===== src/rtl/uart_tx_mmio.sv =====
// Memory-mapped 8N1 UART transmitter: byte writes queue into a small FIFO,
// the FSM serializes them on tx, and av_ready stalls the core only on a full FIFO.
module uart_tx_mmio #(
    parameter int          CLKS_PER_BIT = 434,
    parameter int          DEPTH        = 8,
    parameter logic [31:0] DATA_ADDR    = 32'h108,
    parameter logic [31:0] STAT_ADDR    = 32'h10C
) (
    input  logic        clk,
    input  logic        reset,
    input  logic [31:0] av_address,
    input  logic        av_read_n,
    input  logic        av_write_n,
    input  logic [31:0] av_writedata,
    output logic [31:0] av_readdata,
    output logic        av_ready,
    output logic        tx,
    output logic        tx_busy
);

    localparam int PW = $clog2(DEPTH);
    localparam int CW = PW + 1;
    localparam int BW = $clog2(CLKS_PER_BIT);
    localparam logic [BW-1:0] BAUD_LAST = BW'(CLKS_PER_BIT - 1);
    localparam logic [CW-1:0] FULL_CNT  = CW'(DEPTH);

    typedef enum logic [1:0] {IDLE, START, DATA, STOP} state_t;

    state_t        state_q, state_d;
    logic [BW-1:0] baud_q, baud_d;
    logic [2:0]    bit_q, bit_d;
    logic [7:0]    shift_q, shift_d;
    logic          tx_q, tx_d;

    logic [7:0]    mem [DEPTH];
    logic [PW-1:0] wr_ptr_q, rd_ptr_q;
    logic [CW-1:0] count_q;
    logic [7:0]    last_q;

    logic full, empty, wr_hit, push, pop, baud_end;
    logic unused_wdata_hi;

    assign unused_wdata_hi = ^av_writedata[31:8];

    assign full     = (count_q == FULL_CNT);
    assign empty    = (count_q == '0);
    assign wr_hit   = !av_write_n && (av_address == DATA_ADDR);
    // Stall decode looks at the registered full flag only, so a same-edge pop
    // admits the retried write one edge later.
    assign push     = wr_hit && !full;
    assign av_ready = !(wr_hit && full);
    assign baud_end = (baud_q == BAUD_LAST);
    assign tx       = tx_q;
    assign tx_busy  = (state_q != IDLE) || !empty;

    always_comb begin
        av_readdata = '0;
        if (!av_read_n) begin
            if (av_address == DATA_ADDR)
                av_readdata = {24'b0, last_q};
            else if (av_address == STAT_ADDR)
                av_readdata = {16'b0, 8'(count_q), 6'b0, full, tx_busy};
        end
    end

    always_ff @(posedge clk) begin
        if (push)
            mem[wr_ptr_q] <= av_writedata[7:0];
    end

    always_ff @(posedge clk) begin
        if (reset) begin
            wr_ptr_q <= '0;
            rd_ptr_q <= '0;
            count_q  <= '0;
            last_q   <= '0;
        end else begin
            if (push) begin
                wr_ptr_q <= wr_ptr_q + 1'b1;
                last_q   <= av_writedata[7:0];
            end
            if (pop)
                rd_ptr_q <= rd_ptr_q + 1'b1;
            case ({push, pop})
                2'b10:   count_q <= count_q + 1'b1;
                2'b01:   count_q <= count_q - 1'b1;
                default: count_q <= count_q;
            endcase
        end
    end

    // Transmitter state register
    always_ff @(posedge clk) begin
        if (reset) begin
            state_q <= IDLE;
            baud_q  <= '0;
            bit_q   <= '0;
            tx_q    <= 1'b1;
        end else begin
            state_q <= state_d;
            baud_q  <= baud_d;
            bit_q   <= bit_d;
            tx_q    <= tx_d;
        end
    end

    always_ff @(posedge clk) begin
        shift_q <= shift_d;
    end

    always_comb begin
        state_d = state_q;
        baud_d  = baud_q;
        bit_d   = bit_q;
        shift_d = shift_q;
        pop     = 1'b0;
        case (state_q)
            IDLE: begin
                if (!empty) begin
                    pop     = 1'b1;
                    shift_d = mem[rd_ptr_q];
                    baud_d  = '0;
                    state_d = START;
                end
            end
            START: begin
                if (baud_end) begin
                    baud_d  = '0;
                    bit_d   = '0;
                    state_d = DATA;
                end else begin
                    baud_d = baud_q + 1'b1;
                end
            end
            DATA: begin
                if (baud_end) begin
                    baud_d = '0;
                    if (bit_q == 3'd7) begin
                        state_d = STOP;
                    end else begin
                        bit_d   = bit_q + 1'b1;
                        shift_d = shift_q >> 1;
                    end
                end else begin
                    baud_d = baud_q + 1'b1;
                end
            end
            STOP: begin
                if (baud_end) begin
                    baud_d = '0;
                    // Chain straight into the next frame when data is waiting.
                    if (!empty) begin
                        pop     = 1'b1;
                        shift_d = mem[rd_ptr_q];
                        state_d = START;
                    end else begin
                        state_d = IDLE;
                    end
                end else begin
                    baud_d = baud_q + 1'b1;
                end
            end
            default: state_d = IDLE;
        endcase
    end

    // Line level is decided from the upcoming state so tx stays a clean register.
    always_comb begin
        case (state_d)
            START:   tx_d = 1'b0;
            DATA:    tx_d = shift_d[0];
            default: tx_d = 1'b1;
        endcase
    end

endmodule

===== config.mk =====
export PLATFORM = sky130hd
export DESIGN_NAME = uart_tx_mmio
export DESIGN_NICKNAME = d
export VERILOG_FILES = /design/src/rtl/uart_tx_mmio.sv
export SDC_FILE = /design/constraint.sdc
export NUM_CORES = 1
export LEC_CHECK = 0
export ABC_AREA = 1
export BUFFER_PORTS_ARGS = -buffer_cell sky130_fd_sc_hd__clkbuf_2
export CAP_MARGIN = 0
export CORE_UTILIZATION = 30
export DETAILED_ROUTE_END_ITERATION = 7
export GPL_TIMING_DRIVEN = 0
export PLACE_DENSITY = 0.52
export SYNTH_ARGS = -nofsm -noshare
export SYNTH_HDL_FRONTEND = slang
export SYNTH_SLANG_ARGS = --single-unit

===== constraint.sdc =====
create_clock -name clk -period 2.35 [get_ports clk]
set_clock_uncertainty 0.05 [all_clocks]
set_input_delay 0.47 -clock clk [delete_from_list [all_inputs] [get_ports clk]]
set_output_delay 0.47 -clock clk [all_outputs]
set_load 0.01 [all_outputs]

==> impl_metrics.py <==
metrics = {
    "critical_path": {
        "crit_family": "simple AND/OR/NAND/NOR gates",
        "reg2reg_slack_ns": 0.12,
        "slowest_stage": "nor3_4",
        "max_stage_delay_ns": 0.20,
        "path_cells": "clkbuf_2, nor2_2, nand2_1, nor2_2, nand3_2, nor2_4, buf_6, clkinvlp_4, nor3_4, buf_2",
        "end_kind": "output port",
        "cpMostUsedCell": "nor2_2",
        "start_kind": "input pin",
        "arrival_ns": 1.73,
        "path_max_fanout": 6,
        "cp.buffers_inverters": 4,
        "worstPathRequired_ns": 1.83,
        "crit_type": "in -> out",
    },
    "power": {
        "cellPowerDensity_nw_per_um2": 881,
        "finalPower_mw": 5.70,
        "ir_worst_vdd_mv": 0.516,
        "total_leakage_power_nw": 2.58,
    },
    "synthesis": {
        "synth_cell_types": 38,
        "syn_inst": 577,
        "synth_adder_area_share_pct": 3.57,
        "avgSynthCellArea_um2": 9.12,
        "yosys_warnings": 0,
        "synth_area_um2": 5260,
        "yosys.area_share.simple_pct": 21.5,
        "synth_top_family_by_area": "simple AND/OR/NAND/NOR gates",
        "synth-main-ff-cell": "edfxtp_1",
        "yosysSeqAreaShare_pct": 54.6,
        "synthXorXnorAreaFrac_pct": 1.33,
        "synthMuxAreaShare_pct": 0,
        "synth_edf_count": 71,
        "synth_compound_area_share_pct": 10.5,
        "yosys_register_bits": 108,
        "synthArstFlopShare_pct": 0,
    },
    "timing": {
        "relSlewSlack_pct": 43.2,
        "fmax_ghz": 0.444,
        "fin_ws_ns": 0.0986,
        "rsz0062_at_grt": "yes",
        "period_needed_ns": 2.25,
        "worst_pin_slew_ns": 0.849,
        "hold_violations": 0,
        "finalSetupTns_ns": 0,
        "finalSetupViolations": 0,
        "period_share_pct": 95.8,
        "slew_violations": 0,
    },
    "routing": {
        "drc_errors": 0,
        "drt_iter0_markers": 198,
        "vias": 4174,
        "drtPass1Iterations": 4,
        "avgRoutedWirePerCell_um": 13.5,
        "antenna_left": 0,
        "routed_wl_um": 12200,
        "drt-vias-per-instance": 4.62,
    },
    "grt": {
        "first_global_vias": 4013,
        "grt_max_degree": 20,
        "grt_pass1_wl_um": 19600,
        "track_usage_pct": 14.1,
        "grt_overflow_total": 0,
        "antenna_found_initial": 0,
    },
    "clock_network": {
        "clock_path_buffers": 2,
        "clk_pin_slew_ns": 0.08,
        "insertion_delay_ns": 0.36,
        "htreeDepth": 3,
        "hold_buffers": 0,
        "cts_tree": "done",
        "numCtsBuffers": 9,
        "root_buffer": "clkbuf_16",
        "cts_sinks": 108,
    },
    "cells_and_area": {
        "layout_commonest_cell": "nand2_1",
        "stdcell_count": 904,
        "n_antenna_cell": 0,
        "layout-drive-gt1-share_pct": 25.8,
        "nNetsFinal": 757,
        "final_cell_mix": "104 x nand2_1, 71 x edfxtp_1, 55 x clkbuf_2, 51 x nor2_1, 49 x inv_1",
        "area_growth_syn_to_layout_pct": 23.1,
    },
    "floorplanning": {
        "die_w_um": 134,
        "ios": 103,
        "coreArea_um2": 17200,
        "num_rows": 48,
        "die_h_um": 134,
        "die_area_um2": 18100,
        "initial_core_util_pct": 30.5,
    },
    "placed_design": {
        "dp.cells": 877,
        "gp_congestion": 0.793,
        "dpl.hpwl_um": 8910,
        "dp_slack_ns": -0.435,
        "io_buffers": 56,
    },
    "hold_path": {
        "hold_path_class": "in -> reg",
    },
    "flow_run": {
        "maxCapViolations": 0,
    },
    "outcome": {
        "outcome": "finished clean",
    },
}
-- state kept, by name (all words and copies together) (netlist names), named ones only --
signal and count:
baud_q 9, bit_q 3, count_q 4, last_q 8
mem 64, rd_ptr_q 3, shift_q 8, state_q 2
tx 1, wr_ptr_q 3
-- kinds of logic after synthesis --
logic type / after synthesis
other: 1
buffers and inverters: 94
AOI/OAI and AO/OA: 95
adders and majority gates: 15
and+or+nand+nor: 256
DFF: 108
xor gates and xnor gates: 8
-- area by class of cell --
type,count,area (µm²)
Fill cell,1737,10800
Sequential cell,108,2890
Multi-Input combinational cell,394,2190
Timing Repair Buffer,67,363
Tap cell,225,282
Clock buffer,11,254
Buffer,35,231
Inverter,59,228
Clock inverter,5,48.8
-- worst paths after layout --
| check | from | endpoint | depth (start not counted) |
|---|---|---|---|
| max reg2reg | baud_q[0]$_SDFFE_PP0N_ | count_q[2]$_SDFFE_PP0P_ | 18 |
| min | av_writedata[0] | mem[5][0]$_DFFE_PP_ | 1 |
| min reg2reg | shift_q[0]$_DFF_P_ | shift_q[0]$_DFF_P_ | 2 |
| max | av_address[16] | av_readdata[2] | 10 |
-- cells in the mapped netlist, types with 3 or more instances --
cell type	count	area (µm²)
nor2_2	3	18.8
nand2_1	106	398
nand3_1	37	185
ha_1	15	188
a21oi_1	30	150
buf_4	21	158
o221ai_1	8	70.1
xor2_1	6	52.6
a31oi_1	6	37.5
nand4_1	8	50.1
nor3_1	15	75.1
clkbuf_1	6	22.5
o21a_1	7	52.6
nor2_1	73	274
edfxtp_1	71	2130
o21ai_0	37	185
o22ai_1	3	18.8
buf_2	6	30.0
inv_1	57	214
dfxtp_1	37	741
nand2_4	3	33.8
-- power breakdown --
group | leakage, nW | internal, mW | switching [mW] | total [mW]
logic | 1.48 | 0.685 | 1.17 | 1.86
clock network | 0.150 | 0.810 | 0.735 | 1.54
registers | 0.954 | 2.19 | 0.112 | 2.30
-- through the flow --
step	instance area, µm²	hold slack, ns	util (%)
2_1_floorplan	5330	0.372	-
5_1_grt	6480	0.376	37.6
6_report	6480	0.364	37.6
3_5_place_dp	5900	0.391	34.2
3_3_place_gp	5900	0.388	34.2
4_1_cts	6260	0.358	36.3
-- layer usage --
metal,global-route usage [%],vias to the layer above,wire [µm]
li1,-,2107,-
met4,5.99,0,234
met3,2.46,17,609
met5,0,-,0
met2,24.2,116,5880
met1,17.3,1934,5490
-- what timing repair did --
item,4_1_cts,5_1_grt
cloned,0,0
pin swaps,3,16
hold endpoints to repair,0,0
endpoints found under the setup margin,54,54
setup buffers,2,9
gates resized for setup,17,48
Power figures use the tool's default switching activity.
